### config.mk
export PLATFORM = sky130hd
export DESIGN_NAME = mac_accum_4bit
export DESIGN_NICKNAME = d
export VERILOG_FILES = /design/src/rtl/mac_accum_4bit.sv
export SDC_FILE = /design/constraint.sdc
export NUM_CORES = 1
export LEC_CHECK = 0
export ABC_AREA = 1
export ABC_CLOCK_PERIOD_IN_PS = 2100
export CAP_MARGIN = 25
export CORE_MARGIN = 2
export CORE_UTILIZATION = 51
export CTS_BUF_LIST = sky130_fd_sc_hd__clkbuf_4
export DETAILED_ROUTE_END_ITERATION = 7
export PLACE_DENSITY = 0.82
export SYNTH_ARGS = -nofsm -noshare
export SYNTH_HDL_FRONTEND = slang
export SYNTH_SLANG_ARGS = --single-unit
### constraint.sdc
create_clock -name clk -period 2.1 [get_ports clk]
set_input_delay 0.63 -clock clk [delete_from_list [all_inputs] [get_ports clk]]
set_output_delay 0.63 -clock clk [all_outputs]
set_load 0.005 [all_outputs]
### src/rtl/mac_accum_4bit.sv
// ============================================================================
// Module   : mac_accum_4bit
// Brief    : Multiply-accumulate back end. Sums N_TERMS 8-bit products taken
//            over a valid/ready input and offers the sum over a valid/ready output.
// Revision : 1.0 - initial release
// ============================================================================
`default_nettype none

module mac_accum_4bit #(
    parameter int N_TERMS = 4,
    parameter int ACC_W   = 12
) (
    input  logic             clk,
    input  logic             reset,
    input  logic [7:0]       prod_in,
    input  logic             in_valid,
    output logic             in_ready,
    input  logic             clear,
    output logic [ACC_W-1:0] acc_out,
    output logic             out_valid,
    input  logic             out_ready,
    output logic [7:0]       term_count,
    output logic             overflow
);

    localparam logic [0:0] ACCUM = 1'b0;
    localparam logic [0:0] DONE  = 1'b1;

    localparam logic [7:0] C_N_TERMS = N_TERMS[7:0];

    logic [0:0]       state_q, state_d;
    logic [ACC_W-1:0] acc_q, acc_d;
    logic [7:0]       cnt_q, cnt_d;
    logic             ovf_q, ovf_d;
    logic             out_valid_q;

    logic             w_accept;
    logic [7:0]       w_cnt_inc;
    logic [ACC_W:0]   w_sum;

    assign w_accept  = in_valid && in_ready;
    assign w_cnt_inc = cnt_q + 8'd1;
    // One extra bit so the carry-out flags the wrap into the sticky overflow.
    assign w_sum     = {1'b0, acc_q} + {{(ACC_W - 7){1'b0}}, prod_in};

    always_ff @(posedge clk or posedge reset) begin
        if (reset) begin
            state_q <= ACCUM;
        end else begin
            state_q <= state_d;
        end
    end

    always_comb begin
        state_d = state_q;
        acc_d   = acc_q;
        cnt_d   = cnt_q;
        ovf_d   = ovf_q;
        // clear outranks both drain and accept.
        if (clear || (state_q == DONE && out_ready)) begin
            state_d = ACCUM;
            acc_d   = '0;
            cnt_d   = 8'd0;
            ovf_d   = 1'b0;
        end else if (w_accept) begin
            acc_d = w_sum[ACC_W-1:0];
            cnt_d = w_cnt_inc;
            ovf_d = ovf_q | w_sum[ACC_W];
            if (w_cnt_inc == C_N_TERMS) begin
                state_d = DONE;
            end
        end
    end

    always_comb begin
        in_ready = (state_q == ACCUM) && !reset;
    end

    always_ff @(posedge clk or posedge reset) begin
        if (reset) begin
            acc_q       <= '0;
            cnt_q       <= 8'd0;
            ovf_q       <= 1'b0;
            out_valid_q <= 1'b0;
        end else begin
            acc_q       <= acc_d;
            cnt_q       <= cnt_d;
            ovf_q       <= ovf_d;
            out_valid_q <= (state_d == DONE);
        end
    end

    assign acc_out    = acc_q;
    assign term_count = cnt_q;
    assign overflow   = ovf_q;
    assign out_valid  = out_valid_q;

endmodule

`default_nettype wire

== After elaboration in Yosys (flattened, before gate mapping) ==
Cells that the tools add are included.
Widths: inputs -> output; s select.

* Register bits: 22
* Bits of input ports: 13
* Output and inout bits: 23
* Word-level logic and storage cells: 26

* Add/sub/neg operators: 2
* Equality and inequality tests: 1
* Mux-type cells: 9
* Bitwise operators: 2
* Reductions and logical operators: 8

{| class="wikitable"
|+ Operator list
! cell !! number
|-
| $mux 12 || 2
|-
| $mux 8 || 2
|-
| $add 12x8->13 || 1
|-
| $add 8x1->8 const B || 1
|-
| $eq 8x3->1 const B || 1
|-
| $mux 1 || 5
|-
| $reduce_bool 2->1 || 2
|-
| $logic_and 1x1->1 || 3
|-
| $reduce_and 2->1 || 1
|-
| $logic_not 1->1 || 1
|-
| $logic_or 1x1->1 || 1
|-
| $not 1->1 || 1
|-
| $or 1x1->1 || 1
|}

== Depth between registers and ports, before layout ==
* Word-level depth: 5
* Mapped depth: 11
* Mapped depth without buffers: 11

== Worst setup path before layout ==
Ideal clock, no wire load.

* Kind: input to register
* Start point: input prod_in[0]
* End point: register ovf_q, in the netlist overflow
* Library setup time: 0.118 ns
* Data arrival time: 1.793 ns
* Required time: 1.982 ns
* Slack: 0.190 ns
* Cell stages on the path: 10
* Buffers on the path: 0
* Cell sequence: ha_1 -> fa_1 -> nand2_1 -> nand3_1 -> nand2_1 -> inv_1 -> nand2_1 -> nand2_1 -> a21oi_1 -> nor2_1

* Cells in the longest elaborated chain, start to end: 4

{| class="wikitable"
|+ Ends and longest elaborated chain
! what !! line !! RTL
|-
| start, declared || 15 || <nowiki>input logic [7:0] prod_in,</nowiki>
|-
| $add 12x8->13 || 44 || <nowiki>assign w_sum = {1'b0, acc_q} + {{(ACC_W - 7){1'b0}}, prod_in};</nowiki>
|-
| $or 1x1->1 || 68 || <nowiki>ovf_d = ovf_q | w_sum[ACC_W];</nowiki>
|-
| $mux 1 || 65 || <nowiki>end else if (w_accept) begin</nowiki>
|-
| $mux 1 || 60 || <nowiki>if (clear || (state_q == DONE && out_ready)) begin</nowiki>
|-
| end signal, assigned || 88 || <nowiki>ovf_q <= ovf_d;</nowiki>
|-
| end, declared || 34 || <nowiki>logic ovf_q, ovf_d;</nowiki>
|}

No other way between the ends. The select of a mux whose other input is x is not followed.
A chain may end at the register's enable or synchronous reset.

== Final worst setup path ==
Ends and elaborated chain as after synthesis.

==> results.cfg <==
[die]
ios = 36
die_height_um = 58.1
start_util = 0.541
dieWidth_um = 58.1
fp-row-count = 19
coreArea_um2 = 2760
die_area_um2 = 3380

[sta]
drv_slew = 0
slew_headroom = 0.803
fin_tns_setup_ps = 0
setup_viol = 0
postLayoutSetupSlackWorst_ps = 69.8
hold_violations = 0
fin_worst_skew_ps = 2.86
min_period_ps = 2030
post-route-period-util = 0.967
fmax_mhz = 493
worst_pin_slew_ps = 295

[route]
drc_errors = 0
dr.pass1.iters = 4
num_vias = 1503
via_per_inst = 5.26
wl_per_cell_um = 12.5
drtIter0Drc = 63
antenna_left = 0
routed_wl_mm = 3.57

[clock_network]
clk_pin_slew_ps = 130
cts_sinks = 22
htreeDepth = 1
cts_tree = yes
cts_buffers = 3
clkLatencyLatePin_ps = 320
cts_hold_buffers = 0
root_buffer = clkbuf_4
clockBufferDepth = 2

[cells_and_area]
instances_no_fill = 286
layout-area-overhead-vs-synth_pct = 37.1
diodes = 0
fin_area_um2 = 2050
drive_gt1_frac = 0.161
nets = 280

[placement]
dpl_cell_area_um2 = 1980
gp_congestion = 0.853
placed_cells = 280
portBuffers = 35
pre_cts_slack_ps = -351
dpl.hpwl_mm = 2.56

[worst_hold_path]
hold_path_class = in2async

[grt]
grtUsageTotal = 0.228
met2_usage = 0.373
grt_pass1_wl_mm = 5.98
grt_start_max_net_pins = 23
antenna_found_initial = 0
first_global_vias = 1424
top_usage_layer = met2
grt_use_met1 = 0.308
met3_usage = 0.0290
grt_overflow = 0

[status]
run_status = finished clean

[critical_path]
worstPathRequired_ps = 2330
critPathMaxStageDelay_ps = 410
cp_slowest_cell = clkdlybuf4s50_1
worstSetupPathType = in2reg
endpoint_kind = flop
path_buf_inv = 2
cp_top_family = adder cells
path_max_fanout = 5
path_cells = clkdlybuf4s50_1, ha_2, fa_2, nand2_1, nand3_1, nand2_2, inv_1, nand2_1, nand2_2, a21oi_2, nor2_1
startpoint_type = primary input
crit_arrival_ps = 2260

[synthesis]
yosysUniqueCellTypes = 29
synth.avg_cell_area_um2 = 7.46
yosysWarningCount = 0
syn-cell-area_um2 = 1490
synthCells = 200
synth_fp_nets = 224
ys_seq_elements = 22
ys_seq_area_frac = 0.369

[flow_run]
maxCapViolations = 0

[power_and_ir_drop]
p_leak_nw = 0.982
power.total_uw = 896
powerDensity_nw_per_um2 = 438
ir_worst_vdd_mv = 0.324
==> final timing paths <==
| check | startpoint | to | slack (ps) | cells after the start |
|---|---|---|---|---|
| worst min register to register | acc_out[7] | acc_out[7] | 530 | 2 |
| worst max register to register | acc_out[0] | overflow | 370 | 10 |
| min in group clk | acc_out[7] | acc_out[7] | 530 | 2 |
| worst max-delay path | prod_in[0] | overflow | 70 | 11 |
| worst min-delay path | reset | acc_out[8] | 510 | 3 |
| max in group asynchronous | reset | term_count[1] | 1370 | 3 |
==> cells in the final DEF (no fill, tap or decap) <==
master	n
o211ai_1	1
dfrtp_1	22
a22o_1	3
xor2_1	1
o21ai_1	1
nand2_1	56
nand3_1	17
nand2_2	4
nor2_4	2
ha_2	1
o21a_1	1
nor3_2	1
o22ai_1	4
dlygate4sd2_1	2
fa_2	1
inv_1	24
a21oi_2	5
o21ai_2	1
nor3_1	1
a32o_1	1
ha_1	9
a21oi_4	1
a21oi_1	4
clkbuf_4	3
nand4_1	2
nor2_1	22
inv_2	2
a21boi_0	1
or2_2	1
o21ai_0	8
clkinv_1	1
nand2_4	2
buf_4	17
clkdlybuf4s50_1	33
==> worst register-to-register path, stage by stage (launching register included) <==
cell     delay, ps
dfrtp_1        430
ha_2           200
fa_2           340
nand2_1         90
nand3_1         80
nand2_2         80
inv_1           60
nand2_1         70
nand2_2        100
a21oi_2        150
nor2_1          40
==> registers in the layout, summed over array words and instances (netlist names) <==
register	cells
acc_out	12
term_count	8
out_valid	1
overflow	1
==> through the flow <==
stage | utilization | hold slack, ps
floorplan | - | 486
global placement | 0.719 | 496
detailed placement | 0.719 | 501
CTS | 0.728 | 518
global route | 0.742 | 532
finish | 0.742 | 511
==> area by class of cell <==
class | count | area [µm²]
sequential | 22 | 551
clock inverter | 1 | 3.75
fill | 229 | 711
tap | 31 | 38.8
inverter | 26 | 97.6
timing repair buffer | 52 | 475
multi-input combinational | 151 | 858
clock buffer | 3 | 22.5
==> cells in the mapped netlist <==
library cell  number  area, µm²
xor2_1             1       8.76
nand2_2            2       12.5
nand3_1           17       85.1
a21oi_2            1       8.76
nor2_4             2       22.5
dfrtp_1           22        551
a21oi_1            8       40.0
a21oi_4            1       16.3
o211ai_1           1       7.51
or2_2              1       6.26
nor3_2             1       10.0
o22ai_1            4       25.0
o21ai_1            1       5.00
nand4_1            2       12.5
o21ai_0            8       40.0
nor2_1            22       82.6
a21boi_0           1       7.51
nand2_4            2       22.5
nand2_1           58        218
inv_2              2       7.51
ha_1              10        125
fa_1               1       20.0
o21a_1             1       7.51
o21ai_2            1       8.76
inv_1             24       90.1
buf_6              1       11.3
a22o_1             3       26.3
a32o_1             1       10.0
nor3_1             1       5.00
==> metal layers <==
layer	wire length, µm	up-vias	part of all wire
li1	-	762	-
met4	69	0	0.019
met2	1660	34	0.47
met5	0	-	0
met3	142	7	0.040
met1	1700	700	0.48
==> where the power goes <==
part	switching (mW)	internal (mW)	total, mW
Sequential	0.0154	0.437	0.452
Clock	0.142	0.0697	0.211
Combinational	0.116	0.117	0.233
==> repair_timing <==
| item | CTS | global route |
|---|---|---|
| cloned | 0 | 0 |
| buffers inserted | 0 | 2 |
| pin swaps | 0 | 2 |
| endpoints found under the setup margin | 1 | 5 |
| gates resized for setup | 2 | 8 |
==> kinds of logic after synthesis <==
logic type / Yosys count / synth area share
and+or+nand+nor: 108 / 0.319
AOI/OAI and AO/OA: 31 / 0.136
buffers and inverters: 27 / 0.0729
DFF: 22 / 0.369
adders and majority gates: 11 / 0.0972
xor gates and xnor gates: 1 / 0.00587
No activity file was read; power rests on OpenSTA's default activity.
